$ cat src/rtl/tetris_pkg.sv
// Shared types and scoring constants for the line-clear score accumulator.
package tetris_pkg;

  typedef enum logic [1:0] {
    ST_IDLE = 2'd0,
    ST_ADD  = 2'd1,
    ST_DONE = 2'd2
  } state_e;

  localparam int unsigned PTS_SINGLE = 40;
  localparam int unsigned PTS_DOUBLE = 100;
  localparam int unsigned PTS_TRIPLE = 300;
  localparam int unsigned PTS_TETRIS = 1200;

  // 1200 needs 11 bits; every base value fits here.
  localparam int BASE_W = 11;
  // Iteration counter must hold level+1 = 16.
  localparam int CNT_W  = 5;

  // Base points for a given number of cleared rows; meaningless counts score nothing.
  function automatic logic [BASE_W-1:0] base_points(input logic [2:0] lines);
    logic [BASE_W-1:0] pts;
    case (lines)
      3'd1:    pts = BASE_W'(PTS_SINGLE);
      3'd2:    pts = BASE_W'(PTS_DOUBLE);
      3'd3:    pts = BASE_W'(PTS_TRIPLE);
      3'd4:    pts = BASE_W'(PTS_TETRIS);
      default: pts = '0;
    endcase
    return pts;
  endfunction

endpackage

$ cat src/rtl/score_accumulator_adder.sv
// Plain ripple-style adder used for the score path; overflow is read from the
// top bit of the caller's widened operands.
module score_accumulator_adder #(
  parameter int W = 17
) (
  input  logic [W-1:0] a,
  input  logic [W-1:0] b,
  input  logic         cin,
  output logic [W-1:0] sum
);

  // Single combinational add with carry-in.
  always_comb begin
    sum = a + b + W'(cin);
  end

endmodule

$ cat src/rtl/score_accumulator.sv
// Line-clear score accumulator: multiplies base points by (level+1) through
// repeated addition, saturating at the maximum representable score.
//
//   state   | meaning
//   --------+-------------------------------------------------------------
//   IDLE    | waiting for an event; in_ready=1
//   ADD     | adding the captured base once per cycle, level+1 times
//   DONE    | one-cycle done pulse, then back to IDLE
module score_accumulator
  import tetris_pkg::*;
#(
  parameter int WIDTH = 16
) (
  input  logic             clk,
  input  logic             reset,
  input  logic             clear,
  input  logic             in_valid,
  output logic             in_ready,
  input  logic [2:0]       lines,
  input  logic [3:0]       level,
  output logic [WIDTH-1:0] score,
  output logic             done,
  output logic             saturated
);

  state_e              state_q, state_d;
  logic [CNT_W-1:0]    cnt_q, cnt_d;
  logic [BASE_W-1:0]   base_q, base_d;
  logic [WIDTH-1:0]    score_q, score_d;
  logic                sat_q, sat_d;

  logic [WIDTH:0]      add_a;
  logic [WIDTH:0]      add_b;
  logic [WIDTH:0]      add_sum;
  logic [BASE_W-1:0]   in_base;

  assign add_a   = {1'b0, score_q};
  assign add_b   = {{(WIDTH + 1 - BASE_W){1'b0}}, base_q};
  assign in_base = base_points(lines);

  score_accumulator_adder #(
    .W (WIDTH + 1)
  ) u_adder (
    .a   (add_a),
    .b   (add_b),
    .cin (1'b0),
    .sum (add_sum)
  );

  // Next-state, counter, score and saturation logic; clear overrides everything.
  always_comb begin
    state_d = state_q;
    cnt_d   = cnt_q;
    base_d  = base_q;
    score_d = score_q;
    sat_d   = sat_q;

    case (state_q)
      ST_IDLE: begin
        if (in_valid) begin
          base_d = in_base;
          // A saturated score cannot move, so skip the add phase entirely.
          if (sat_q || (in_base == '0)) begin
            state_d = ST_DONE;
          end else begin
            cnt_d   = CNT_W'({1'b0, level}) + CNT_W'(1);
            state_d = ST_ADD;
          end
        end
      end
      ST_ADD: begin
        cnt_d = cnt_q - CNT_W'(1);
        if (add_sum[WIDTH]) begin
          score_d = '1;
          sat_d   = 1'b1;
          cnt_d   = '0;
          state_d = ST_DONE;
        end else begin
          score_d = add_sum[WIDTH-1:0];
          if (cnt_q == CNT_W'(1)) begin
            state_d = ST_DONE;
          end
        end
      end
      ST_DONE: begin
        state_d = ST_IDLE;
      end
      default: begin
        state_d = ST_IDLE;
      end
    endcase

    if (clear) begin
      state_d = ST_IDLE;
      cnt_d   = '0;
      base_d  = '0;
      score_d = '0;
      sat_d   = 1'b0;
    end
  end

  // State and datapath registers with synchronous reset taking top priority.
  always_ff @(posedge clk) begin
    if (reset) begin
      state_q <= ST_IDLE;
      cnt_q   <= '0;
      base_q  <= '0;
      score_q <= '0;
      sat_q   <= 1'b0;
    end else begin
      state_q <= state_d;
      cnt_q   <= cnt_d;
      base_q  <= base_d;
      score_q <= score_d;
      sat_q   <= sat_d;
    end
  end

  assign in_ready  = (state_q == ST_IDLE);
  assign done      = (state_q == ST_DONE);
  assign score     = score_q;
  assign saturated = sat_q;

endmodule

$ cat config.mk
export PLATFORM = sky130hd
export DESIGN_NAME = score_accumulator
export DESIGN_NICKNAME = d
export VERILOG_FILES = /design/src/rtl/tetris_pkg.sv /design/src/rtl/score_accumulator_adder.sv /design/src/rtl/score_accumulator.sv
export SDC_FILE = /design/constraint.sdc
export NUM_CORES = 1
export LEC_CHECK = 0
export ABC_AREA = 1
export BUFFER_PORTS_ARGS = -buffer_cell sky130_fd_sc_hd__clkbuf_2
export CAP_MARGIN = 5
export CORE_AREA = 3 3 116 73
export CTS_CLUSTER_SIZE = 8
export DETAILED_ROUTE_END_ITERATION = 8
export DIE_AREA = 0 0 119 76
export GPL_ROUTABILITY_DRIVEN = 0
export PLACE_DENSITY_LB_ADDON = 0.2
export SYNTH_ARGS = -nofsm -noshare
export SYNTH_HDL_FRONTEND = slang
export SYNTH_SLANG_ARGS = --single-unit
$ cat constraint.sdc
create_clock -name clk -period 4.65 [get_ports clk]
set_input_delay 0 -clock clk [delete_from_list [all_inputs] [get_ports clk]]
set_output_delay 0 -clock clk [all_outputs]
set_load 0.05 [all_outputs]
==> insert_results.sql, run 1 <==
INSERT INTO impl_metrics (metric_group, metric, value, unit) VALUES
('run_status', 'outcome', 'complete, no violations', ''),
('floorplanning', 'effective_utilization_at_floorplan', '0.2539', ''),
('cts', 'tritoncts', 'built', ''),
('power', 'power.density', '285.8', 'mW/mm²'),
('cts', 'post-cts-setup-buffers', '0', ''),
('worst_hold_path', 'holdCritPathClass', 'in2reg', ''),
('global_routing', 'grt_pass1_wl', '8.100', 'mm'),
('setup_path', 'critical_path.startpoint_type', 'flip-flop', ''),
('timing', 'maxClockFrequency', '0.4493', 'GHz'),
('detailed_routing', 'wl_met1', '2.738', 'mm'),
('synthesis', 'syn-num-nets', '289', ''),
('placed_design', 'port-buffer-count', '29', ''),
('floorplanning', 'floorplan.rows', '24', ''),
('global_routing', 'antenna_violations_before_repair', '0', ''),
('power', 'swShare', '0.2654', ''),
('setup_path', 'timing.critical_path.arrival', '2.40', 'ns'),
('detailed_routing', 'detailroute.wirelength.met3', '237', 'µm'),
('timing', 'rsz0062_at_grt', 'no', ''),
('synthesis', 'number_of_synthesized_flops_with_an_enable_pin', '0', ''),
('setup_path', 'reg2reg_from', 'score[2]$_SDFFE_PP0P_', ''),
('detailed_routing', 'wirelength', '4.770', 'mm'),
('cts', 'clock_path_buffers', '2', ''),
('power', 'p_seq_frac', '0.403', ''),
('synthesis', 'synthFlopType', 'sky130_fd_sc_hd__dfxtp_1', ''),
('timing', 'fin_setup_tns', '0', 'ns'),
('setup_path', 'path_class', 'reg2reg', ''),
('timing', 'timing_hold_violations_final', '0', ''),
('cts', 'hold_buffers', '1', ''),
('finish', 'nNetsFinal', '321', ''),
('synthesis', 'fraction_of_the_yosys_area_taken_by_sequential_cells', '0.3108', ''),
('timing', 'period_needed', '2.226', 'ns'),
('setup_path', 'worstPathMaxFanout', '11', ''),
('detailed_routing', 'route.vias.total', '1747', ''),
('global_routing', 'number_of_global_route_vias_before_repair', '1651', ''),
('job', 'drv_cap', '0', ''),
('finish', 'antenna_cells', '0', ''),
('timing', 'slew_headroom', '0.6386', ''),
('floorplanning', 'fp.dieH', '76', 'µm'),
('synthesis', 'yosysWarnings', '0', ''),
('worst_hold_path', 'worst_hold_startpoint', 'lines[2]', ''),
('power', 'ir_drop', '0.00009268', 'V'),
('cts', 'cts-resized-gates', '0', ''),
('cts', 'clk-insertion-delay-late', '0.28', 'ns'),
('synthesis', 'synth_largest_area_cell', 'sky130_fd_sc_hd__dfxtp_1', ''),
('detailed_routing', 'first_iter_violations', '144', ''),
('setup_path', 'timing.critical_path.slowest_stage_cell', 'sky130_fd_sc_hd__fa_1', ''),
('timing', 'worst_slew_pin_slew', '0.5408', 'ns'),
('setup_path', 'critical_path.cell_chain', 'ha_1, fa_1, nand2_1, nand3_2, nand3_2, nand2_2, nand2_2, nand2_2, nor2_4, nand2_1, nand3_1, inv_1', ''),
('timing', 'fin_skew', '0.005450', 'ns'),
('detailed_routing', 'ant_nets', '0', ''),
('synthesis', 'synth_commonest_cells', 'sky130_fd_sc_hd__nand2_1, sky130_fd_sc_hd__inv_1, sky130_fd_sc_hd__dfxtp_1, sky130_fd_sc_hd__nor2_1', ''),
('power', 'net-switching-power', '171.1', 'µW'),
('synthesis', 'most_instantiated_library_cell_after_synthesis', 'sky130_fd_sc_hd__nand2_1', ''),
('setup_path', 'worst_setup_path_startpoint', 'score[2]$_SDFFE_PP0P_', ''),
('setup_path', 'critPathMaxStageDelay', '0.42', 'ns'),
('detailed_routing', 'route.met2.wl', '1.762', 'mm'),
('synthesis', 'synth_top_cell_area_share', '0.3108', ''),
('timing', 'timing.final.crit_share', '0.4787', ''),
('placed_design', 'hpwlAfterDp', '3.712', 'mm'),
('synthesis', 'area_of_the_mapped_netlist', '0.001868', 'mm²'),
('power', 'leakagePower', '0.001051', 'µW'),
('floorplanning', 'die_w', '119', 'µm'),
('timing', 'timing.final.max_slew_violations', '0', ''),
('floorplanning', 'placeableCoreArea', '0.007357', 'mm²'),
('floorplanning', 'io_pins', '30', ''),
('finish', 'area_delta_synth_final', '20.70', '%'),
('power', 'power_frac_clock', '0.486', ''),
('setup_path', 'crit_path_frequent_cell', 'sky130_fd_sc_hd__nand2_2', ''),
('cts', 'h-tree-depth', '2', ''),
('synthesis', 'number_of_instances_in_the_synthesized_netlist', '266', ''),
('cts', 'cts_root_buffer', 'sky130_fd_sc_hd__clkbuf_16', '');
## sequential cells by signal (all words and copies together), names as in the netlist
register	cells
cnt_q	5
base_q	6
saturated	1
score	15
state_q	2
## power groups by stage
stage	combinational [µW]	clock (µW)	sequential, µW
2_1_floorplan	49.7	0	267
3_3_place_gp	72.4	0	265
3_5_place_dp	71.6	0	265
4_1_cts	72.6	322	260
5_1_grt	81.6	338	260
6_report	71.7	313	260
## path summary, 6_finish.rpt
kind / endpoint / slack (ns) / cells after the start
hold reg to reg: score[0]$_SDFFE_PP0P_ / 0.47 / 2
setup reg to reg: state_q[1]$_SDFFE_PP0P_ / 2.42 / 12
hold / removal: base_q[7]$_SDFFE_PP0P_ / 0.02 / 3
setup / recovery: state_q[1]$_SDFFE_PP0P_ / 2.42 / 12
## area by class of cell
type | instances | area, µm²
tap | 104 | 130.1
clock buffer | 6 | 128.9
inverter | 38 | 142.6
sequential | 29 | 580.6
clock inverter | 2 | 10.01
multi-input combinational | 193 | 1100
timing repair buffer | 31 | 162.7
fill | 809 | 5102
## layer usage
layer  GRT usage  vias up
met1      0.1671      791
li1            -      923
met3     0.04154        3
met2      0.1482       30
met5           0        -
met4     0.03121        0
## metrics by stage
step | instance area (µm²) | instances | hold slack [ns] | setup WS (ns) | utilization
floorplan | 1868 | 266 | 0.1426 | 2.572 | -
global placement | 2106 | 394 | 0.2938 | 2.510 | 0.2862
detailed placement | 2106 | 394 | 0.2977 | 2.443 | 0.2862
CTS | 2255 | 403 | 0.02057 | 2.416 | 0.3065
global route | 2255 | 403 | 0.06307 | 2.297 | 0.3065
finish | 2255 | 403 | 0.02232 | 2.424 | 0.3065
## cells by family (layout without fill, tap and decap cells)
| group | count (synthesis) | after routing | synth area share |
|---|---|---|---|
| and+or+nand+nor | 123 | 123 | 0.3068 |
| AOI/OAI and AO/OA | 49 | 49 | 0.1554 |
| buffers and inverters | 44 | 77 | 0.1005 |
| DFF | 29 | 29 | 0.3108 |
| adders and majority gates | 12 | 12 | 0.08439 |
| xor gates and xnor gates | 9 | 9 | 0.04220 |
## cell usage in the layout, fill, tap and decap left out, drive strengths merged
cell type     n
clkbuf       35
dfxtp        29
a31oi         2
clkinv        2
ha           11
nand3b        1
nand2        62
nand4         4
nor3          3
xor2          7
fa            1
nand3        21
nor2         32
xnor2         2
inv          38
o21bai        1
a21oi        26
dlygate4sd3   1
buf           1
o21ai        20
## worst max-delay path: cells and delay by family (launching register included)
family | cells | cell delay, ns
simple gates | 9 | 1.07
fa+ha+maj | 2 | 0.68
flops | 1 | 0.33
buf+inv | 1 | 0.04
Power figures use the tool's default switching activity.
==> run 2: changes to the inputs <==
==> constraint.sdc (replaced) <==
create_clock -name clk -period 1.8 [get_ports clk]
set_input_delay 0 -clock clk [delete_from_list [all_inputs] [get_ports clk]]
set_output_delay 0 -clock clk [all_outputs]
set_load 0.05 [all_outputs]
==> run 2 against run 1 <==
  * The flow now finishes with violations (setup timing)
  * Final cell count rose by 2.2%
  * Wire length rose by 1.8%
  * Die area did not move
  * First-iteration DRC count fell by 31%
  * Largest cell class unchanged
  * Non-clock buffer count rose by 9
==> insert_results.sql, run 2 (synthesis gave the netlist of run 1 again) <==
INSERT INTO impl_metrics (metric_group, metric, value, unit) VALUES
('power', 'power.density', '680.0', 'mW/mm²'),
('setup_path', 'timing.critical_path.arrival', '2.03', 'ns'),
('detailed_routing', 'firstDrtPassIters', '4', ''),
('worst_hold_path', 'holdCritPathClass', 'in2reg', ''),
('global_routing', 'global_route.usage.met1', '0.1726', ''),
('floorplanning', 'io_pins', '30', ''),
('cts', 'clk-insertion-delay-late', '0.28', 'ns'),
('detailed_routing', 'route.vias.total', '1770', ''),
('detailed_routing', 'ant_nets', '0', ''),
('floorplanning', 'die_w', '119', 'µm'),
('finish', 'flip_flop_count_of_the_largest_register_after_layout', '15', ''),
('timing', 'worst_slew_pin_slew', '0.4843', 'ns'),
('finish', 'multiInputGateArea', '0.001199', 'mm²'),
('finish', 'layout.area.seq', '594.3', 'µm²'),
('setup_path', 'critical_path.endpoint_type', 'flip-flop', ''),
('setup_path', 'worst-path-buf-inv', '1', ''),
('global_routing', 'grt_pass1_wl', '8.183', 'mm'),
('floorplanning', 'fp.dieH', '76', 'µm'),
('cts', 'tritoncts', 'built', ''),
('setup_path', 'critical_path.startpoint_type', 'flip-flop', ''),
('global_routing', 'grt.overflow.total', '0', ''),
('run_status', 'outcome', 'finished, violations left', ''),
('global_routing', 'met2_usage', '0.1487', ''),
('placed_design', 'placed_cells', '401', ''),
('timing', 'period_needed', '1.817', 'ns'),
('detailed_routing', 'vias_per_cell', '4.296', ''),
('timing', 'timing.final.setup_violations', '6', ''),
('timing', 'timing_hold_violations_final', '0', ''),
('timing', 'rsz0062_at_grt', 'yes', ''),
('cts', 'clock_sink_count', '29', ''),
('cts', 'cts_root_buffer', 'sky130_fd_sc_hd__clkbuf_16', ''),
('placed_design', 'port-buffer-count', '29', ''),
('detailed_routing', 'drc', '0', ''),
('timing', 'setup_slack', '-0.01655', 'ns'),
('timing', 'timing.final.max_slew_violations', '0', ''),
('timing', 'slew_headroom', '0.6768', ''),
('setup_path', 'critical_path.cell_chain', 'ha_4, fa_2, nand2_2, nand3_2, nand3_2, nand2_2, nand2_2, nand2_4, nor2_4, buf_12, nand2_2, a21oi_2', ''),
('global_routing', 'antenna_violations_before_repair', '0', ''),
('global_routing', 'grt_use_met3', '0.03412', ''),
('setup_path', 'timing.critical_path.required', '2.01', 'ns'),
('finish', 'final_cells', '412', ''),
('finish', 'postLayoutCoreUtil', '0.3320', ''),
('setup_path', 'crit_path_frequent_cell', 'sky130_fd_sc_hd__nand2_2', ''),
('finish', 'final_layout_size_suffix_gt1_frac', '0.3312', ''),
('floorplanning', 'effective_utilization_at_floorplan', '0.2539', ''),
('setup_path', 'worstPathMaxFanout', '5', ''),
('timing', 'maxClockFrequency', '0.5505', 'GHz'),
('global_routing', 'grt_busiest_layer', 'met1', ''),
('setup_path', 'critPathMaxStageDelay', '0.35', 'ns'),
('job', 'drv_cap', '0', ''),
('finish', 'antenna_cells', '0', ''),
('timing', 'timing.final.crit_share', '1.009', ''),
('timing', 'fin_skew', '0.004756', 'ns'),
('setup_path', 'crit_family', 'simple AND/OR/NAND/NOR gates', ''),
('finish', 'nNetsFinal', '330', ''),
('finish', 'layout.cells.most_common_list', 'sky130_fd_sc_hd__nand2_1, sky130_fd_sc_hd__inv_1, sky130_fd_sc_hd__nor2_1, sky130_fd_sc_hd__clkbuf_2, sky130_fd_sc_hd__dfxtp_1', ''),
('finish', 'layout.cells.most_common', 'sky130_fd_sc_hd__nand2_1', ''),
('global_routing', 'number_of_global_route_vias_before_repair', '1683', ''),
('cts', 'clock_path_buffers', '2', ''),
('power', 'leakagePower', '0.001106', 'µW'),
('floorplanning', 'floorplan.rows', '24', ''),
('cts', 'cts-buffers-inserted', '5', ''),
('finish', 'num-fill-cells', '809', ''),
('finish', 'area_delta_synth_final', '30.74', '%'),
('detailed_routing', 'routed_wire_length_per_instance', '11.78', 'µm'),
('global_routing', 'groute.usage.overall', '0.1133', ''),
('global_routing', 'grt_start_max_net_pins', '17', ''),
('setup_path', 'path_class', 'reg2reg', ''),
('power', 'ir_drop', '0.0001838', 'V'),
('setup_path', 'timing.critical_path.slowest_stage_cell', 'sky130_fd_sc_hd__fa_2', ''),
('run_status', 'failed_checks', 'setup timing', ''),
('detailed_routing', 'wirelength', '4.855', 'mm'),
('floorplanning', 'placeableCoreArea', '0.007357', 'mm²'),
('detailed_routing', 'first_iter_violations', '100', ''),
('placed_design', 'hpwlAfterDp', '3.819', 'mm'),
('cts', 'h-tree-depth', '2', ''),
('cts', 'clk_transition_reported_paths', '0.05', 'ns'),
('floorplanning', 'floorplan.die_area', '0.009044', 'mm²');
run 2: cell count changes in the layout (fill, tap and decap cells not counted), sizes merged:
cell,change
clkbuf,+2
clkinv,-2
buf,+10
dlygate4sd3,-1
run 2: power breakdown:
| part | internal, µW | switching, µW | leakage (µW) |
|---|---|---|---|
| combinational | 69.9 | 128 | 0.000801 |
| sequential | 657 | 16.4 | 0.000239 |
| clock | 512 | 277 | 0.0000652 |
| total | 1240 | 422 | 0.00111 |
run 2: area by class of cell:
type / instances / area share
inverters: 38 / 0.05840
well taps: 104 / 0.05328
repair buffers: 40 / 0.09836
clock buffers: 8 / 0.05584
flip-flops and latches: 29 / 0.2433
multi-input cells: 193 / 0.4908
run 2: per-stage QoR:
stage	hold WS, ns	cell area, µm²	setup slack (ns)	TNS (ns)	power (µW)
floorplan	0.1426	1896	0.003424	0	819.0
global placement	0.2940	2198	-0.05473	-0.05473	875.0
detailed placement	0.3025	2198	0.003461	0	874.2
CTS	0.01296	2352	-0.007172	-0.01490	1684
global route	0.02314	2442	-0.09302	-1.050	1740
finish	0.01750	2442	-0.01655	-0.04897	1661
run 2: repair_timing:
item,in CTS,in global routing
gates resized for setup,1,20
endpoints found under the setup margin,10,22
hold endpoints to repair,0,0
pin swaps,0,3
hold buffers,0,0
cloned,0,0
setup buffers,2,1
run 2: routing by layer:
metal | vias to the layer above | wire [µm]
li1 | 944 | -
met5 | - | 0
met2 | 35 | 1772
met3 | 8 | 277
met1 | 783 | 2740
met4 | 0 | 65
run 2: path summary, 6_finish.rpt:
check	startpoint	end	slack (ns)	depth (start not counted)
max	score[2]$_SDFFE_PP0P_	cnt_q[2]$_SDFFE_PP0P_	-0.02	12
min	lines[0]	base_q[8]$_SDFFE_PP0P_	0.02	3
min reg2reg	score[0]$_SDFFE_PP0P_	score[0]$_SDFFE_PP0P_	0.47	2
max reg2reg	score[2]$_SDFFE_PP0P_	cnt_q[2]$_SDFFE_PP0P_	-0.02	12
run 2: worst reg2reg max path, delay by kind of cell, from the launching register on:
| kind | cells | cell delay (ns) |
|---|---|---|
| AO/OA/AOI/OAI | 1 | 0.10 |
| adder cells (fa/ha/maj) | 2 | 0.51 |
| buffers and inverters | 1 | 0.15 |
| flip-flops | 1 | 0.34 |
| AND/OR/NAND/NOR | 8 | 0.66 |
